[src/rtl/ysyx_24110015_arb_pkg.sv]
// Shared types and constants for the two-master AXI4-Lite memory arbiter.
package ysyx_24110015_arb_pkg;

  typedef enum logic [1:0] {
    IDLE   = 2'd0,
    IFU_RD = 2'd1,
    LSU_RD = 2'd2,
    LSU_WR = 2'd3
  } arb_state_e;

  localparam logic [1:0] GNT_NONE = 2'b00;
  localparam logic [1:0] GNT_IFU  = 2'b01;
  localparam logic [1:0] GNT_LSU  = 2'b10;

  localparam logic [1:0] OKAY   = 2'b00;
  localparam logic [1:0] SLVERR = 2'b10;
  localparam logic [1:0] DECERR = 2'b11;

endpackage

[src/rtl/ysyx_24110015_arb_pick.sv]
// Combinational winner select between IFU and LSU requests.
// YSYX_24110015_ARB_RR_EN selects round-robin; otherwise LSU has fixed priority.
module ysyx_24110015_arb_pick (
  input  logic ifu_req,
  input  logic lsu_req,
`ifdef YSYX_24110015_ARB_RR_EN
  input  logic last_grant,
`endif
  output logic pick_ifu,
  output logic pick_lsu
);

`ifdef YSYX_24110015_ARB_RR_EN
  // last_grant = 1 means the LSU was served last, so the IFU wins a tie.
  assign pick_ifu = ifu_req & (~lsu_req | last_grant);
  assign pick_lsu = lsu_req & (~ifu_req | ~last_grant);
`else
  assign pick_lsu = lsu_req;
  assign pick_ifu = ifu_req & ~lsu_req;
`endif

endmodule

[src/rtl/ysyx_24110015_mem_arbiter.sv]
// Two-master (IFU read-only, LSU read/write) to one-slave AXI4-Lite arbiter, one transaction in flight.
// YSYX_24110015_ARB_RR_EN enables round-robin arbitration instead of fixed LSU priority.
module ysyx_24110015_mem_arbiter
  import ysyx_24110015_arb_pkg::*;
#(
  parameter int AW = 32,
  parameter int DW = 32
) (
  input  logic            clk,
  input  logic            rst_n,
  // IFU
  input  logic [AW-1:0]   ifu_araddr,
  input  logic            ifu_arvalid,
  output logic            ifu_arready,
  output logic [DW-1:0]   ifu_rdata,
  output logic [1:0]      ifu_rresp,
  output logic            ifu_rvalid,
  input  logic            ifu_rready,
  // LSU
  input  logic [AW-1:0]   lsu_araddr,
  input  logic            lsu_arvalid,
  output logic            lsu_arready,
  output logic [DW-1:0]   lsu_rdata,
  output logic [1:0]      lsu_rresp,
  output logic            lsu_rvalid,
  input  logic            lsu_rready,
  input  logic [AW-1:0]   lsu_awaddr,
  input  logic            lsu_awvalid,
  output logic            lsu_awready,
  input  logic [DW-1:0]   lsu_wdata,
  input  logic [DW/8-1:0] lsu_wstrb,
  input  logic            lsu_wvalid,
  output logic            lsu_wready,
  output logic [1:0]      lsu_bresp,
  output logic            lsu_bvalid,
  input  logic            lsu_bready,
  // Slave
  output logic [AW-1:0]   m_araddr,
  output logic            m_arvalid,
  input  logic            m_arready,
  input  logic [DW-1:0]   m_rdata,
  input  logic [1:0]      m_rresp,
  input  logic            m_rvalid,
  output logic            m_rready,
  output logic [AW-1:0]   m_awaddr,
  output logic            m_awvalid,
  input  logic            m_awready,
  output logic [DW-1:0]   m_wdata,
  output logic [DW/8-1:0] m_wstrb,
  output logic            m_wvalid,
  input  logic            m_wready,
  input  logic [1:0]      m_bresp,
  input  logic            m_bvalid,
  output logic            m_bready,
  output logic [1:0]      grant_id
);

  arb_state_e state;
  logic       aw_done;
  logic       w_done;
  logic       pick_ifu;
  logic       pick_lsu;
  logic       lsu_req;

  assign lsu_req = lsu_arvalid | lsu_awvalid | lsu_wvalid;

`ifdef YSYX_24110015_ARB_RR_EN
  logic last_grant;

  ysyx_24110015_arb_pick u_pick (
    .ifu_req    (ifu_arvalid),
    .lsu_req    (lsu_req),
    .last_grant (last_grant),
    .pick_ifu   (pick_ifu),
    .pick_lsu   (pick_lsu)
  );
`else
  ysyx_24110015_arb_pick u_pick (
    .ifu_req  (ifu_arvalid),
    .lsu_req  (lsu_req),
    .pick_ifu (pick_ifu),
    .pick_lsu (pick_lsu)
  );
`endif

  // NOTE: state registers use non-blocking assignments so every flop samples pre-edge values.
  always_ff @(posedge clk or negedge rst_n) begin
    if (!rst_n) begin
      state    <= IDLE;
      grant_id <= GNT_NONE;
      aw_done  <= 1'b0;
      w_done   <= 1'b0;
`ifdef YSYX_24110015_ARB_RR_EN
      last_grant <= 1'b1;
`endif
    end else begin
      case (state)
        IDLE: begin
          if (pick_lsu) begin
            state    <= lsu_arvalid ? LSU_RD : LSU_WR;
            grant_id <= GNT_LSU;
`ifdef YSYX_24110015_ARB_RR_EN
            last_grant <= 1'b1;
`endif
          end else if (pick_ifu) begin
            state    <= IFU_RD;
            grant_id <= GNT_IFU;
`ifdef YSYX_24110015_ARB_RR_EN
            last_grant <= 1'b0;
`endif
          end
        end
        IFU_RD: begin
          if (m_rvalid && ifu_rready) begin
            state    <= IDLE;
            grant_id <= GNT_NONE;
          end
        end
        LSU_RD: begin
          if (m_rvalid && lsu_rready) begin
            state    <= IDLE;
            grant_id <= GNT_NONE;
          end
        end
        LSU_WR: begin
          if (m_awvalid && m_awready) aw_done <= 1'b1;
          if (m_wvalid && m_wready)   w_done  <= 1'b1;
          // The B handshake ends the write; clearing here overrides any same-cycle set.
          if (m_bvalid && lsu_bready) begin
            state    <= IDLE;
            grant_id <= GNT_NONE;
            aw_done  <= 1'b0;
            w_done   <= 1'b0;
          end
        end
        default: begin
          state    <= IDLE;
          grant_id <= GNT_NONE;
        end
      endcase
    end
  end

  // NOTE: every output gets a default first so no path leaves a latch behind.
  always_comb begin
    m_araddr    = '0;
    m_arvalid   = 1'b0;
    m_rready    = 1'b0;
    m_awaddr    = '0;
    m_awvalid   = 1'b0;
    m_wdata     = '0;
    m_wstrb     = '0;
    m_wvalid    = 1'b0;
    m_bready    = 1'b0;
    ifu_arready = 1'b0;
    ifu_rdata   = '0;
    ifu_rresp   = 2'b00;
    ifu_rvalid  = 1'b0;
    lsu_arready = 1'b0;
    lsu_rdata   = '0;
    lsu_rresp   = 2'b00;
    lsu_rvalid  = 1'b0;
    lsu_awready = 1'b0;
    lsu_wready  = 1'b0;
    lsu_bresp   = 2'b00;
    lsu_bvalid  = 1'b0;
    case (state)
      IFU_RD: begin
        m_araddr    = ifu_araddr;
        m_arvalid   = ifu_arvalid;
        ifu_arready = m_arready;
        m_rready    = ifu_rready;
        ifu_rdata   = m_rdata;
        ifu_rresp   = m_rresp;
        ifu_rvalid  = m_rvalid;
      end
      LSU_RD: begin
        m_araddr    = lsu_araddr;
        m_arvalid   = lsu_arvalid;
        lsu_arready = m_arready;
        m_rready    = lsu_rready;
        lsu_rdata   = m_rdata;
        lsu_rresp   = m_rresp;
        lsu_rvalid  = m_rvalid;
      end
      LSU_WR: begin
        m_awaddr    = lsu_awaddr;
        m_awvalid   = lsu_awvalid & ~aw_done;
        lsu_awready = m_awready & ~aw_done;
        m_wdata     = lsu_wdata;
        m_wstrb     = lsu_wstrb;
        m_wvalid    = lsu_wvalid & ~w_done;
        lsu_wready  = m_wready & ~w_done;
        m_bready    = lsu_bready;
        lsu_bresp   = m_bresp;
        lsu_bvalid  = m_bvalid;
      end
      default: ;
    endcase
  end

`ifdef SIM
  // Masters must hold a pending request until it is accepted.
  a_ifu_ar_hold: assert property (@(posedge clk) disable iff (!rst_n)
    (ifu_arvalid && !ifu_arready) |=> ifu_arvalid);
  a_lsu_ar_hold: assert property (@(posedge clk) disable iff (!rst_n)
    (lsu_arvalid && !lsu_arready) |=> lsu_arvalid);
  a_lsu_aw_hold: assert property (@(posedge clk) disable iff (!rst_n)
    (lsu_awvalid && !lsu_awready && !aw_done) |=> lsu_awvalid);
  a_lsu_w_hold: assert property (@(posedge clk) disable iff (!rst_n)
    (lsu_wvalid && !lsu_wready && !w_done) |=> lsu_wvalid);
`endif

endmodule

[config.mk]
export PLATFORM = sky130hd
export DESIGN_NAME = ysyx_24110015_mem_arbiter
export DESIGN_NICKNAME = d
export VERILOG_FILES = /design/src/rtl/ysyx_24110015_arb_pkg.sv /design/src/rtl/ysyx_24110015_arb_pick.sv /design/src/rtl/ysyx_24110015_mem_arbiter.sv
export SDC_FILE = /design/constraint.sdc
export NUM_CORES = 1
export LEC_CHECK = 0
export ABC_AREA = 0
export CORE_AREA = 10 10 133 135
export CTS_BUF_LIST = sky130_fd_sc_hd__clkbuf_4 sky130_fd_sc_hd__clkbuf_8
export CTS_CLUSTER_SIZE = 8
export DETAILED_ROUTE_END_ITERATION = 10
export DIE_AREA = 0 0 143 145
export GPL_TIMING_DRIVEN = 0
export PLACE_DENSITY_LB_ADDON = 0.1
export SLEW_MARGIN = 40
export SYNTH_ARGS = -nofsm -noshare
export SYNTH_HDL_FRONTEND = slang
export SYNTH_HIERARCHICAL = 1
export SYNTH_SLANG_ARGS = --single-unit
[constraint.sdc]
create_clock -name clk -period 2.9 [get_ports clk]
set_input_delay 0.58 -clock clk [delete_from_list [all_inputs] [get_ports clk]]
set_output_delay 0.58 -clock clk [all_outputs]
set_load 0.01 [all_outputs]
==> metrics.txt, run 1 <==
status completed; Yosys top cell area share 0.474; die area 20700 µm²; post-layout minimum cycle time 2.76 ns; fin area 5880 µm²; Util after Layout 0.391; drc violations 0; Post-CTS Setup Repair Bufs 0; Initial DRC Count 73; Post-Synthesis Net Count 467; RSZ-0062 raised after global routing yes; Mapped Avg Cell Area 6.84 µm²; Seq/Total Area, Yosys 0.0658; Cell Count Post-Placement 831; Rel. slew slack 0.753; maxcap violations 0; gr usage total 0.143; Final period util 0.953; placed cell areas 5790 µm²; Unique masters post-synth 25; largest area contributor in the netlist and2_1; crit start category flop; Fin. Hold Viols 0; Synth Cell Area 1900 µm²; I/O Buffers 365; Root Buffer Master clkbuf_8; Cell Chain, Critical Path inv_1, ha_1, buf_2, clkbuf_4, a22oi_1, nor2b_1, clkdlybuf4s50_1; CP arrival 2.18 ns; Mapped Cells 278; number of global-route vias before repair 3572; die width 143 µm; crit-path max FO 10; mux contribution to synthesized area 0.0184; CTS tree done; NumNets Final 837; Ys Warns 6; final cell count without fillers 835; VDD IR-drop max 0.250 mV; first-pass GRT wire length 23300 µm; total gr overflow 0; slowest CP cell clkdlybuf4s50_1; Worst-Skew Late Latency 0.22 ns; H-tree levels 1; drt pass-1 iters 4; Final Max Tran Viols 0; Post-Route WL 16500 µm; share of layout cells above drive strength 1 0.0526; CTS buffer count 3; largest net degree at the start of global routing 11; most frequent cells in the layout 364 x clkdlybuf4s50_1, 144 x and2_1, 35 x nor2b_1, 34 x a22oi_1, 13 x clkbuf_2; Setup TNS 0 ns; P&R area growth vs syn 209%; simple-gate share of the synthesized area 0.638; Synth Area in Adders 0.0461; f_max 362 MHz; post-synthesis xor/xnor area fraction 0; CP Capture Type primary output; clk_skew 0.00205 ns; P per Cell Area 588 nW/µm²; Vias/cell 4.01; Worst-path clk slew 0.03 ns; Slowest Stage Delay on Critical Path 0.57 ns; Rows 45; vias 3350; leakage power 0.00224 µW; ranking of synthesized cells by area and2_1 47%, a22oi_1 13%, nor2b_1 12%, dfrtp_1 6.6%, ha_1 4.6%; Synth Area in Compound Gates 0.164; DP Wirelength 14800 µm; most common cell after layout, fill and taps aside clkdlybuf4s50_1; initial antenna violation count 0; clk sinks 5; register bit total from synthesis 5; largest family of logic cells by synthesized area simple AND/OR/NAND/NOR gates; I/O pin count 366; CP Class reg2out; Post-DRT Antenna Nets 0; Core ar. 15000 µm²; chip height 145 µm; # diodes 0; CP required 2.32 ns; clock tree buffer depth 2; Tightest Hold Check Type reg2reg; CTS Hold Buffers Added 0; Setup-failing EPs final 0; Worst Tran Pin Value 0.368 ns; Initial Utilization 0.126; Routed WL per cell 19.8 µm; routability cong. 0.839
==> report_power, final <==
| part | switching [µW] | internal (µW) |
|---|---|---|
| combinational | 1390 | 1800 |
| sequential | 32.7 | 102 |
| clock | 31.3 | 103 |
==> timing repair <==
item	in CTS	in global routing
hold endpoints to repair	0	0
resized for setup	19	17
endpoints found under the setup margin	85	94
==> cell usage after synthesis <==
cell type  number
buf_6           1
nand2_1         5
buf_4           2
a21boi_4        1
nor2b_1        35
buf_1           1
or3_1           1
a21oi_1         2
dfrtp_1         5
a22oi_1        34
a21boi_0        1
nor2b_4         1
buf_2           1
clkbuf_1       23
mux2_4          1
mux2i_1         2
and3b_1         2
nor3b_1         1
ha_1            7
and2_1        144
inv_1           2
nor4_4          1
nor2_1          2
a21boi_1        1
a31oi_1         2
==> layer usage <==
metal	wire length (µm)	global-route usage	part of all wire	vias to the layer above
met4	73	0.0181	0.0044	0
li1	-	-	-	1644
met1	5260	0.126	0.32	1496
met5	0	0	0	-
met3	2150	0.0665	0.13	4
met2	9040	0.289	0.55	206
==> kinds of logic (layout without fill, tap and decap cells) <==
| family | count (synthesis) | count (layout) |
|---|---|---|
| compound gates | 41 | 41 |
| fa+ha+maj | 7 | 7 |
| buf+inv | 30 | 399 |
| flops | 5 | 5 |
| mux | 3 | 3 |
| simple gates | 192 | 192 |
==> critical path, delay by kind of cell (launching register included) <==
family / cells / cell delay, ns
and+or+nand+nor: 1 / 0.12
AOI/OAI and AO/OA: 1 / 0.08
buffers and inverters: 4 / 1.15
DFF: 1 / 0.45
adders and majority gates: 1 / 0.16
==> sequential cells by signal, summed over array words and instances, names as in the netlist <==
register,count
grant_id,2
state,1
w_done,1
aw_done,1
==> per-stage QoR <==
step | setup WS [ns] | total power, µW | hold WS [ns]
5_1_grt | -0.0199 | 3740 | 0.571
4_1_cts | 0.00600 | 3540 | 0.551
2_1_floorplan | 0.902 | 1510 | 0.284
6_report | 0.137 | 3460 | 0.546
3_5_place_dp | -0.0610 | 3340 | 0.536
3_3_place_gp | -0.0434 | 3340 | 0.527
==> path summary, 6_finish.rpt <==
path | start | end | slack, ns | cells after the start
min in group asynchronous | rst_n | w_done$_DFFE_PN0P_ | 0.58 | 1
setup reg to reg | state[0]$_DFFE_PN0P_ | grant_id[0]$_DFFE_PN0P_ | 1.03 | 6
setup / recovery | grant_id[1]$_DFFE_PN0P_ | m_araddr[1] | 0.14 | 7
hold reg to reg | grant_id[0]$_DFFE_PN0P_ | grant_id[0]$_DFFE_PN0P_ | 0.55 | 1
max in group asynchronous | rst_n | grant_id[1]$_DFFE_PN0P_ | 2.12 | 1
hold / removal | grant_id[0]$_DFFE_PN0P_ | grant_id[0]$_DFFE_PN0P_ | 0.55 | 1
==> area by class of cell <==
type / count / area, µm²
plain buffers: 28 / 155
clock buffers: 4 / 48.8
repair buffers: 365 / 3660
flip-flops and latches: 5 / 126
inverters: 2 / 7.51
well taps: 188 / 235
fillers: 1527 / 9150
multi-input cells: 243 / 1650
Note: power is estimated with default switching activity, not from simulation.
==> inputs of run 2 (changes only) <==
- ABC_AREA: 0 -> not set
- CELL_PAD_IN_SITES_DETAIL_PLACEMENT: not set -> 0
- CELL_PAD_IN_SITES_GLOBAL_PLACEMENT: not set -> 1
- CORE_AREA: 10 10 133 135 -> not set
- CORE_MARGIN: not set -> 10
- CORE_UTILIZATION: not set -> 12
- DIE_AREA: 0 0 143 145 -> not set
==> metrics.txt, run 2 (synthesized netlist as in run 1, its figures left out) <==
Rel. slew slack 0.719; most common cell after layout, fill and taps aside clkdlybuf4s50_1; drc violations 0; Slowest Stage Delay on Critical Path 0.58 ns; status completed; drt pass-1 iters 4; CP arrival 2.23 ns; Reg with most FFs grant_id; Post-Route WL 16200 µm; P&R area growth vs syn 210%; CP Capture Type primary output; Core ar. 15400 µm²; Rows 45; Final period util 0.967; CTS buffer count 3; Initial Utilization 0.124; # diodes 0; maxcap violations 0; largest net degree at the start of global routing 17; final cell count without fillers 856; CP top delay family buffers and inverters; routability cong. 0.810; Post-DRT Antenna Nets 0; die width 146 µm; Buf/Inv on CP 4; fillers 1575; most frequent cells in the layout 365 x clkdlybuf4s50_1, 144 x and2_1, 35 x nor2b_1, 34 x a22oi_1, 10 x clkbuf_2; vias 3283; NumNets Final 835; I/O pin count 366; VDD IR-drop max 0.258 mV; chip height 146 µm; first-pass GRT wire length 23200 µm; crit-path max FO 16; RSZ-0062 raised after global routing no; CTS Hold Buffers Added 0; I/O Buffers 365; slowest CP cell clkdlybuf4s50_1; Final Max Tran Viols 0; Worst-Skew Late Latency 0.22 ns; P per Cell Area 581 nW/µm²; Fin. Hold Viols 0; CTS tree done; Root Buffer Master clkbuf_8; share of layout cells above drive strength 1 0.0512; Worst-path clk slew 0.04 ns; H-tree levels 1; Setup-failing EPs final 0; total gr overflow 0; Post-CTS Setup Repair Bufs 0; die area 21300 µm²; clk sinks 5; post-CTS sizing 12; initial antenna violation count 0; DP Wirelength 14700 µm; Cell Count Post-Placement 854; crit start category flop; CP required 2.32 ns; number of global-route vias before repair 3567; f_max 356 MHz; Setup TNS 0 ns; leakage power 0.00220 µW; Cell Chain, Critical Path inv_2, ha_1, buf_6, clkbuf_2, a22oi_1, nor2b_1, clkdlybuf4s50_1; Initial DRC Count 49; max reg flops 2; Tightest Hold Check Type reg2reg; post-layout minimum cycle time 2.81 ns; clock tree buffer depth 2; Vias/cell 3.84; Worst Tran Pin Value 0.418 ns; Routed WL per cell 18.9 µm; CP Class reg2out; clk_skew 0.00438 ns; gr usage total 0.140
## run 2: cell types whose count changed in the layout (fill, tap and decap cells not counted), sizes merged
cell / before / now
dlymetal6s2s: 1 / 0
clkinv: 0 / 1
clkbuf: 23 / 22
buf: 9 / 7
clkdlybuf4s50: 364 / 365
## run 2: where the power goes
group	total [µW]	switching, µW	internal (µW)
Clock	128	35.3	92.3
Sequential	133	31.3	101
Combinational	3170	1370	1800
Total	3430	1430	1990
## run 2: worst paths after layout
path,start,slack [ns],to,cells past startpoint
min in group asynchronous,rst_n,0.60,grant_id[0]$_DFFE_PN0P_,1
hold / removal,aw_done$_DFFE_PN0P_,0.53,aw_done$_DFFE_PN0P_,2
setup reg to reg,state[0]$_DFFE_PN0P_,1.07,grant_id[0]$_DFFE_PN0P_,6
hold reg to reg,aw_done$_DFFE_PN0P_,0.53,aw_done$_DFFE_PN0P_,2
max in group asynchronous,rst_n,2.08,grant_id[1]$_DFFE_PN0P_,1
setup / recovery,state[0]$_DFFE_PN0P_,0.09,m_araddr[22],7
## run 2: final cells by class
| type | count | area (µm²) | share of cell area |
|---|---|---|---|
| Buffer | 26 | 146 | 0.0248 |
| Clock buffer | 3 | 41.3 | 0.00700 |
| Clock inverter | 1 | 5.00 | 0.000849 |
| Inverter | 2 | 7.51 | 0.00127 |
| Multi-Input combinational cell | 243 | 1650 | 0.280 |
| Sequential cell | 5 | 126 | 0.0214 |
| Tap cell | 211 | 264 | 0.0448 |
| Timing Repair Buffer | 365 | 3650 | 0.619 |
## run 2: worst min-delay path: stages (launching register included)
cell     delay (ns)
dfrtp_1        0.34
a31oi_1        0.05
a21oi_1        0.10
## run 2: layer usage
layer | routed length [µm] | track usage | vias to the layer above
met5 | 0 | 0 | -
met4 | 174 | 0.0248 | 0
met3 | 1870 | 0.0689 | 8
met2 | 8840 | 0.275 | 199
met1 | 5310 | 0.125 | 1439
li1 | - | - | 1637
## run 2: per-stage QoR
stage	power (µW)	area [µm²]	hold WS, ns	setup WS, ns	util
2_1_floorplan	1510	1900	0.284	0.902	-
3_3_place_gp	3320	5820	0.513	-0.0121	0.379
3_5_place_dp	3310	5820	0.523	-0.0326	0.379
4_1_cts	3480	5870	0.536	0.000519	0.382
5_1_grt	3710	5900	0.548	0.00362	0.384
6_report	3430	5900	0.528	0.0948	0.384
